===== src/rtl/proyecto_1.sv =====
// Fire/gas safety monitor: classifies smoke, temperature and CO level into
// NORMAL / PREVENCION / ALERTA, drives LEDs, buzzers and a 4-digit display.
module proyecto_1 #(
    parameter int         DEB_BITS = 16,
    parameter int         REF_BITS = 16,
    parameter int         TONE_BIT = 12,
    parameter logic [3:0] CO_PREV  = 4'd6,
    parameter logic [3:0] CO_ALERT = 4'd12
) (
    input  logic       clk,
    input  logic       rst,
    input  logic       interruptor,
    input  logic       temp,
    input  logic       humo,
    input  logic [3:0] cor,
    output logic       LEDalerta,
    output logic       LEDprevencion,
    output logic       LEDnormal,
    output logic       alarma_alerta,
    output logic       alarma_prevencion,
    output logic [3:0] cualdisplay,
    output logic [7:0] display
);

    typedef enum logic [1:0] {
        ST_OFF     = 2'd0,
        ST_NORMAL  = 2'd1,
        ST_PREV    = 2'd2,
        ST_ALERTA  = 2'd3
    } state_t;

    // Two extra bits above the digit select provide the intermittent beep.
    localparam int                  CNT_W   = REF_BITS + 4;
    localparam logic [DEB_BITS-1:0] DEB_MAX = {DEB_BITS{1'b1}};

    logic [6:0]          r_sync_meta;
    logic [6:0]          r_sync;
    logic                w_en;
    logic                w_temp;
    logic                w_humo;
    logic [3:0]          w_cor;
    state_t              w_cand;
    state_t              r_cand_prev;
    state_t              r_state;
    state_t              w_state_nxt;
    logic [DEB_BITS-1:0] r_deb;
    logic                w_deb_done;
    logic [CNT_W-1:0]    r_cnt;
    logic [1:0]          w_digit;
    logic [3:0]          w_ones;
    logic [3:0]          w_tens;
    logic                w_led_a;
    logic                w_led_p;
    logic                w_led_n;
    logic                w_alm_a;
    logic                w_alm_p;
    logic [3:0]          w_sel;
    logic [7:0]          w_seg;
    logic                r_led_a;
    logic                r_led_p;
    logic                r_led_n;
    logic                r_alm_a;
    logic                r_alm_p;
    logic [3:0]          r_sel;
    logic [7:0]          r_seg;

    function automatic logic [7:0] seg7(input logic [3:0] d);
        case (d)
            4'd0:    seg7 = 8'hC0;
            4'd1:    seg7 = 8'hF9;
            4'd2:    seg7 = 8'hA4;
            4'd3:    seg7 = 8'hB0;
            4'd4:    seg7 = 8'h99;
            4'd5:    seg7 = 8'h92;
            4'd6:    seg7 = 8'h82;
            4'd7:    seg7 = 8'hF8;
            4'd8:    seg7 = 8'h80;
            4'd9:    seg7 = 8'h90;
            default: seg7 = 8'hFF;
        endcase
    endfunction

    function automatic logic [7:0] letter7(input state_t s);
        case (s)
            ST_ALERTA: letter7 = 8'h88;
            ST_PREV:   letter7 = 8'h8C;
            ST_NORMAL: letter7 = 8'hAB;
            default:   letter7 = 8'hFF;
        endcase
    endfunction

    // Two-flop synchronizers for all asynchronous inputs
    always_ff @(posedge clk or negedge rst) begin
        if (!rst) begin
            r_sync_meta <= 7'd0;
            r_sync      <= 7'd0;
        end else begin
            r_sync_meta <= {interruptor, temp, humo, cor};
            r_sync      <= r_sync_meta;
        end
    end

    assign w_en   = r_sync[6];
    assign w_temp = r_sync[5];
    assign w_humo = r_sync[4];
    assign w_cor  = r_sync[3:0];

    // Candidate classification, highest priority first
    always_comb begin
        if (w_humo || (w_cor >= CO_ALERT)) begin
            w_cand = ST_ALERTA;
        end else if (w_temp || (w_cor >= CO_PREV)) begin
            w_cand = ST_PREV;
        end else begin
            w_cand = ST_NORMAL;
        end
    end

    // Debounce: counts consecutive cycles with an unchanged candidate
    always_ff @(posedge clk or negedge rst) begin
        if (!rst) begin
            r_deb       <= {DEB_BITS{1'b0}};
            r_cand_prev <= ST_NORMAL;
        end else begin
            r_cand_prev <= w_cand;
            if (!w_en || (r_state == ST_OFF)) begin
                r_deb <= {DEB_BITS{1'b0}};
            end else if (w_cand != r_cand_prev) begin
                r_deb <= {DEB_BITS{1'b0}};
            end else begin
                r_deb <= r_deb + DEB_BITS'(1);
            end
        end
    end

    assign w_deb_done = (r_deb == DEB_MAX) && (w_cand == r_cand_prev);

    // State register
    always_ff @(posedge clk or negedge rst) begin
        if (!rst) begin
            r_state <= ST_OFF;
        end else begin
            r_state <= w_state_nxt;
        end
    end

    // Next-state logic; disabling the system bypasses debounce
    always_comb begin
        w_state_nxt = r_state;
        if (!w_en) begin
            w_state_nxt = ST_OFF;
        end else begin
            case (r_state)
                ST_OFF: w_state_nxt = ST_NORMAL;
                ST_NORMAL, ST_PREV, ST_ALERTA: begin
                    if (w_deb_done && (w_cand != r_state)) begin
                        w_state_nxt = w_cand;
                    end else begin
                        w_state_nxt = r_state;
                    end
                end
                default: w_state_nxt = ST_OFF;
            endcase
        end
    end

    // Free-running refresh/tone counter, held at zero while off
    always_ff @(posedge clk or negedge rst) begin
        if (!rst) begin
            r_cnt <= {CNT_W{1'b0}};
        end else if (r_state == ST_OFF) begin
            r_cnt <= {CNT_W{1'b0}};
        end else begin
            r_cnt <= r_cnt + CNT_W'(1);
        end
    end

    assign w_digit = r_cnt[REF_BITS+1:REF_BITS];
    assign w_ones  = (w_cor >= 4'd10) ? (w_cor - 4'd10) : w_cor;
    assign w_tens  = (w_cor >= 4'd10) ? 4'd1 : 4'd0;

    // Output decode from state, counter and live CO level
    always_comb begin
        w_led_a = 1'b0;
        w_led_p = 1'b0;
        w_led_n = 1'b0;
        w_alm_a = 1'b0;
        w_alm_p = 1'b0;
        w_sel   = 4'b1111;
        w_seg   = 8'hFF;
        case (r_state)
            ST_NORMAL: w_led_n = 1'b1;
            ST_PREV: begin
                w_led_p = 1'b1;
                w_alm_p = r_cnt[TONE_BIT] & r_cnt[REF_BITS+3];
            end
            ST_ALERTA: begin
                w_led_a = 1'b1;
                w_alm_a = r_cnt[TONE_BIT];
            end
            default: w_led_n = 1'b0;
        endcase
        if (r_state != ST_OFF) begin
            case (w_digit)
                2'd0: begin w_sel = 4'b1110; w_seg = seg7(w_ones);     end
                2'd1: begin w_sel = 4'b1101; w_seg = seg7(w_tens);     end
                2'd2: begin w_sel = 4'b1011; w_seg = 8'hFF;            end
                2'd3: begin w_sel = 4'b0111; w_seg = letter7(r_state); end
                default: begin w_sel = 4'b1111; w_seg = 8'hFF; end
            endcase
        end else begin
            w_sel = 4'b1111;
            w_seg = 8'hFF;
        end
    end

    // Registered outputs
    always_ff @(posedge clk or negedge rst) begin
        if (!rst) begin
            r_led_a <= 1'b0;
            r_led_p <= 1'b0;
            r_led_n <= 1'b0;
            r_alm_a <= 1'b0;
            r_alm_p <= 1'b0;
            r_sel   <= 4'b1111;
            r_seg   <= 8'hFF;
        end else begin
            r_led_a <= w_led_a;
            r_led_p <= w_led_p;
            r_led_n <= w_led_n;
            r_alm_a <= w_alm_a;
            r_alm_p <= w_alm_p;
            r_sel   <= w_sel;
            r_seg   <= w_seg;
        end
    end

    assign LEDalerta         = r_led_a;
    assign LEDprevencion     = r_led_p;
    assign LEDnormal         = r_led_n;
    assign alarma_alerta     = r_alm_a;
    assign alarma_prevencion = r_alm_p;
    assign cualdisplay       = r_sel;
    assign display           = r_seg;

endmodule


===== config.mk =====
export PLATFORM = sky130hd
export DESIGN_NAME = proyecto_1
export DESIGN_NICKNAME = d
export VERILOG_FILES = /design/src/rtl/proyecto_1.sv
export SDC_FILE = /design/constraint.sdc
export NUM_CORES = 1
export LEC_CHECK = 0
export CAP_MARGIN = 15
export CORE_AREA = 2 2 69 98
export CTS_CLUSTER_DIAMETER = 30
export DETAILED_ROUTE_END_ITERATION = 10
export DIE_AREA = 0 0 71 100
export PLACE_DENSITY = 0.74
export SYNTH_ARGS = -nofsm -noshare
export SYNTH_HDL_FRONTEND = slang
export SYNTH_SLANG_ARGS = --single-unit

===== constraint.sdc =====
create_clock -name clk -period 2 [get_ports clk]
set_input_delay 0.4 -clock clk [delete_from_list [all_inputs] [get_ports clk]]
set_output_delay 0.4 -clock clk [all_outputs]
set_load 0.02 [all_outputs]

# Word-level counts from Yosys, hierarchy flattened
# Memory sizes are Yosys's and may differ from the RTL's.
# Index checks and enable logic that the tools add are counted.
# classes
order_cmp	3
mux	20
n_addsub	3
eq_ne	11
reduce_logical	10
bitwise_logic	1
# ops
cell	count
$mux 16	2
$pmux 8 s4	1
$pmux 7 s3	1
$add 20x1->20 const B	1
$mux 20	1
$add 16x1->16 const B	1
$eq 16x16->1 const B	1
$pmux 4 s4	1
$eq 2x2->1 const B	4
$ge 4x4->1 const B	2
$mux 2	4
$mux 4	2
$mux 8	1
$mux 1	6
$eq 2x1->1 const B	2
$ge 4x3->1 const B	1
$logic_not 2->1	2
$ne 2x2->1	2
$pmux 2 s2	1
$sub 4x4->4 const B	1
$logic_or 1x1->1	3
$ne 3x3->1 const B	1
$reduce_or 3->1	1
$eq 2x2->1	1
4 further kinds	5
# word_totals
n_memories	2
reg_bits	71
rom_bits	224
word_cells	63
in_bits	9
output_inout_bits	17
# memory_table
name	depth	width	rd	rd_clocked_by_memory_dff	wr	line	source
(no name shown)	16	7	1	0	0	68	case (d)
(no name shown)	16	7	1	0	0	68	

# Longest topological paths before layout
# depth
depth_word	10
depth_mapped	11
depth_no_buf	10

# Worst setup path before layout
# Ideal clock, no wire load.
# synth_path
path_kind	reg2reg
startpoint	reg r_sync[2]
endpoint	reg r_state[1]
setup_ns	0.120
path_slack_ns	0.125
t_required_ns	1.880
path_stages_with_launch	8
period_less_slack_ns	1.875
arrival_ns	1.755
n_path_buf	1
cell_sequence	dfrtp_1 -> buf_2 -> a21o_1 -> a31o_4 -> o311ai_4 -> nand4_2 -> o211a_1 -> a31o_1
# synth_between
elab_chain_cells	8
elab_cells_between_ends	14
cone_classes	order compare: 2; eq/ne: 3; mux: 5; reduce/logical: 4
# synth_lines
element	line	source
start, declared	37	logic [6:0] r_sync;
start signal, assigned	99	r_sync <= r_sync_meta;
$ge 4x3->1	112	end else if (w_temp || (w_cor >= CO_PREV)) begin
$logic_or 1x1->1	112	
$mux 2	112	
$mux 2 (*)	110	if (w_humo || (w_cor >= CO_ALERT)) begin
net w_cand[0]	42	state_t w_cand;
$eq 2x2->1	136	assign w_deb_done = (r_deb == DEB_MAX) && (w_cand == r_cand_prev);
$logic_and 1x1->1	136	
$logic_and 1x1->1 (*)	156	if (w_deb_done && (w_cand != r_state)) begin
$ne 3x3->1 (no source line) (*)	-	
end signal, assigned	143	r_state <= w_state_nxt;
end, declared	44	state_t r_state;
# Mark *: on every way through the listed nets, which the timed path passes. The rest lies on a longest branch. The select of a mux whose other input is x is not followed.
# A chain may end at the register's enable or synchronous reset.

# Worst setup path in the final report
# layout_path
startpoint	reg r_sync[1]
endpoint	reg r_state[1]
# Same word-level chain as after synthesis.

==> results.yml <==
status:
  outcome: "finished clean"
sta:
  setup_viol: 0
  finalSetupTns_ps: 0
  hold_viol_final: 0
  hold_ws_ps: 347
  setup_ws_ps: 71.0
  min_period_ps: 1930
  rsz0062_at_grt: "yes"
  drv_slew: 0
  skew_ps: 9.10
  max_freq_mhz: 518
  finalCritPeriodShare: 0.964
placed_design:
  dp.cells: 402
  io_buffer_count: 24
  placed_cell_area_um2: 3520
  globalplace.congestion: 0.840
  dp_hpwl_um: 3740
  pre_cts_ws_ps: 18.8
detailed_routing:
  vias: 2189
  wl_um: 5270
  drt-pass1-iter-count: 4
  routed_via_density: 5.22
  wl_per_cell_um: 12.6
  drc: 0
  antenna_left: 0
  dr.first_iter.drc_count: 107
global_routing:
  antenna_found_initial: 0
  grt_overflow: 0
  grt_max_degree: 34
  grt_pass1_vias: 2160
  grt_pass1_wl_um: 9610
  grt_usage: 0.172
finish:
  fin_cells: 419
  mostFrequentLayoutCell: "dfrtp_1"
  fin_area_um2: 3820
  num-nets-final: 357
  diodes: 0
  layout_common_cells: "dfrtp_1, nor2_1, clkdlybuf4s50_1"
  utilization: 0.601
  areaGrowthSynthToFinish_pct: 21.2
  drive_above_1_share: 0.148
synth:
  ys.flop_type: "dfrtp_1"
  synth-async-reset-ratio: 1.00
  synth_edf_count: 0
  ys_types: 44
  synth_top_area_frac: 0.461
  syn_avg_cell_area_um2: 10.3
  synth-seq-area-share: 0.561
  synthTopCellsByArea: "dfrtp_1, dfstp_2, nor2_1, xor2_1, ha_1"
  synth_top_area_cell: "dfrtp_1"
  syn-num-nets: 322
  synth_cells: 305
  synth_area_um2: 3150
  yosysWarnings: 0
  ys_ff_latch: 70
clocking:
  insertion_delay_ps: 340
  cts_setup_buffers: 0
  cts_buffer_depth: 2
  clock-sinks: 70
  htree_num_levels: 3
  tritoncts: "yes"
  cts_buffers: 9
  clk_pin_slew_worst_paths_ps: 80
  cts_root_buf: "clkbuf_8"
floorplan:
  core_um2: 6350
  die_x_um: 71
  fp.dieH_um: 100
  start_util: 0.496
  row_count: 35
  die-area_um2: 7100
  io_pins: 26
min_path:
  hold_class: "flop to flop"
critical_path:
  path_class: "flop to flop"
  start_kind: "flop"
  worstPathArrival_ps: 2150
  worstPathRequired_ps: 2230
  endpoint_kind: "flop"
  path_max_fanout: 5
pwr:
  vdd_drop_max_mv: 0.588
  p_per_area_nw_per_um2: 843
  p_leak_nw: 1.64
  p_total_mw: 3.22
run:
  maxCapViolations: 0
[path summary, 6_finish.rpt]
| kind | from | endpoint | slack [ps] | cells past startpoint |
|---|---|---|---|---|
| setup / recovery | r_sync[1] | r_state[1] | 70 | 7 |
| min in group asynchronous | rst | r_cnt[10] | 470 | 2 |
| hold / removal | r_sync_meta[6] | r_sync[6] | 350 | 0 |
| hold reg to reg | r_sync_meta[6] | r_sync[6] | 350 | 0 |
| max in group asynchronous | rst | cualdisplay[3] | 1000 | 3 |
| setup reg to reg | r_sync[1] | r_state[1] | 70 | 7 |
[where the power goes]
part / internal, mW / switching [mW] / total (mW)
Sequential: 1.46 / 0.0220 / 1.49
Clock: 0.958 / 0.534 / 1.49
Combinational: 0.102 / 0.138 / 0.240
Total: 2.52 / 0.693 / 3.22
[cells in the mapped netlist, drive strengths merged, types with 2 or more instances]
cell / count
nand3: 18
and3: 5
nand2b: 4
xor2: 19
a31o: 2
o211ai: 2
and2: 2
a211oi: 2
nor2: 48
nand4: 13
and4: 2
or3: 2
nor4: 2
nor2b: 5
dfrtp: 58
xnor2: 11
a31oi: 2
nand2: 21
buf: 2
clkbuf: 10
a21oi: 8
inv: 15
o21ai: 15
dfstp: 12
ha: 8
nor3: 4
o21a: 2
[logic make-up after synthesis]
group / count (synthesis) / synth area share
buf+inv: 27 / 0.0338
simple gates: 128 / 0.196
fa+ha+maj: 8 / 0.0318
flops: 70 / 0.561
compound gates: 41 / 0.0922
other cells: 1 / 0.00119
xor+xnor: 30 / 0.0835
[cell type report]
| cell class | count | area, µm² |
|---|---|---|
| inverters | 15 | 56.3 |
| flip-flops and latches | 70 | 1770 |
| multi-input cells | 208 | 1290 |
| repair buffers | 36 | 340 |
| clock inverters | 7 | 144 |
| well taps | 74 | 92.6 |
| clock buffers | 9 | 124 |
| fillers | 515 | 2530 |
[metal layers]
metal,up-vias,global-route usage,wire length [µm],share of wire
met5,-,0,0,0
met4,0,0.0769,108,0.021
met3,12,0.0482,185,0.035
met2,40,0.289,2720,0.52
met1,1032,0.206,2250,0.43
li1,1105,-,-,-
[sequential cells by signal, indices dropped and copies added (netlist names), 2 cells and up]
name,cells
cualdisplay,4
display,7
r_cand_prev,2
r_cnt,20
r_deb,16
r_state,2
r_sync,7
r_sync_meta,7
[worst max-delay path, cell delays in order, from the launching register on]
cell	delay (ps)
dfrtp_1	410
ha_1	170
nand2b_1	110
a31o_4	280
o311ai_4	260
nand4_2	160
o211a_1	250
a31o_1	180
[timing repair]
| action | CTS | global route |
|---|---|---|
| hold endpoints to repair | 9 | 0 |
| setup endpoints to repair | 0 | 11 |
| hold buffers | 1 | 0 |
| resized for setup | 0 | 6 |
(Power assumes the default switching activity.)
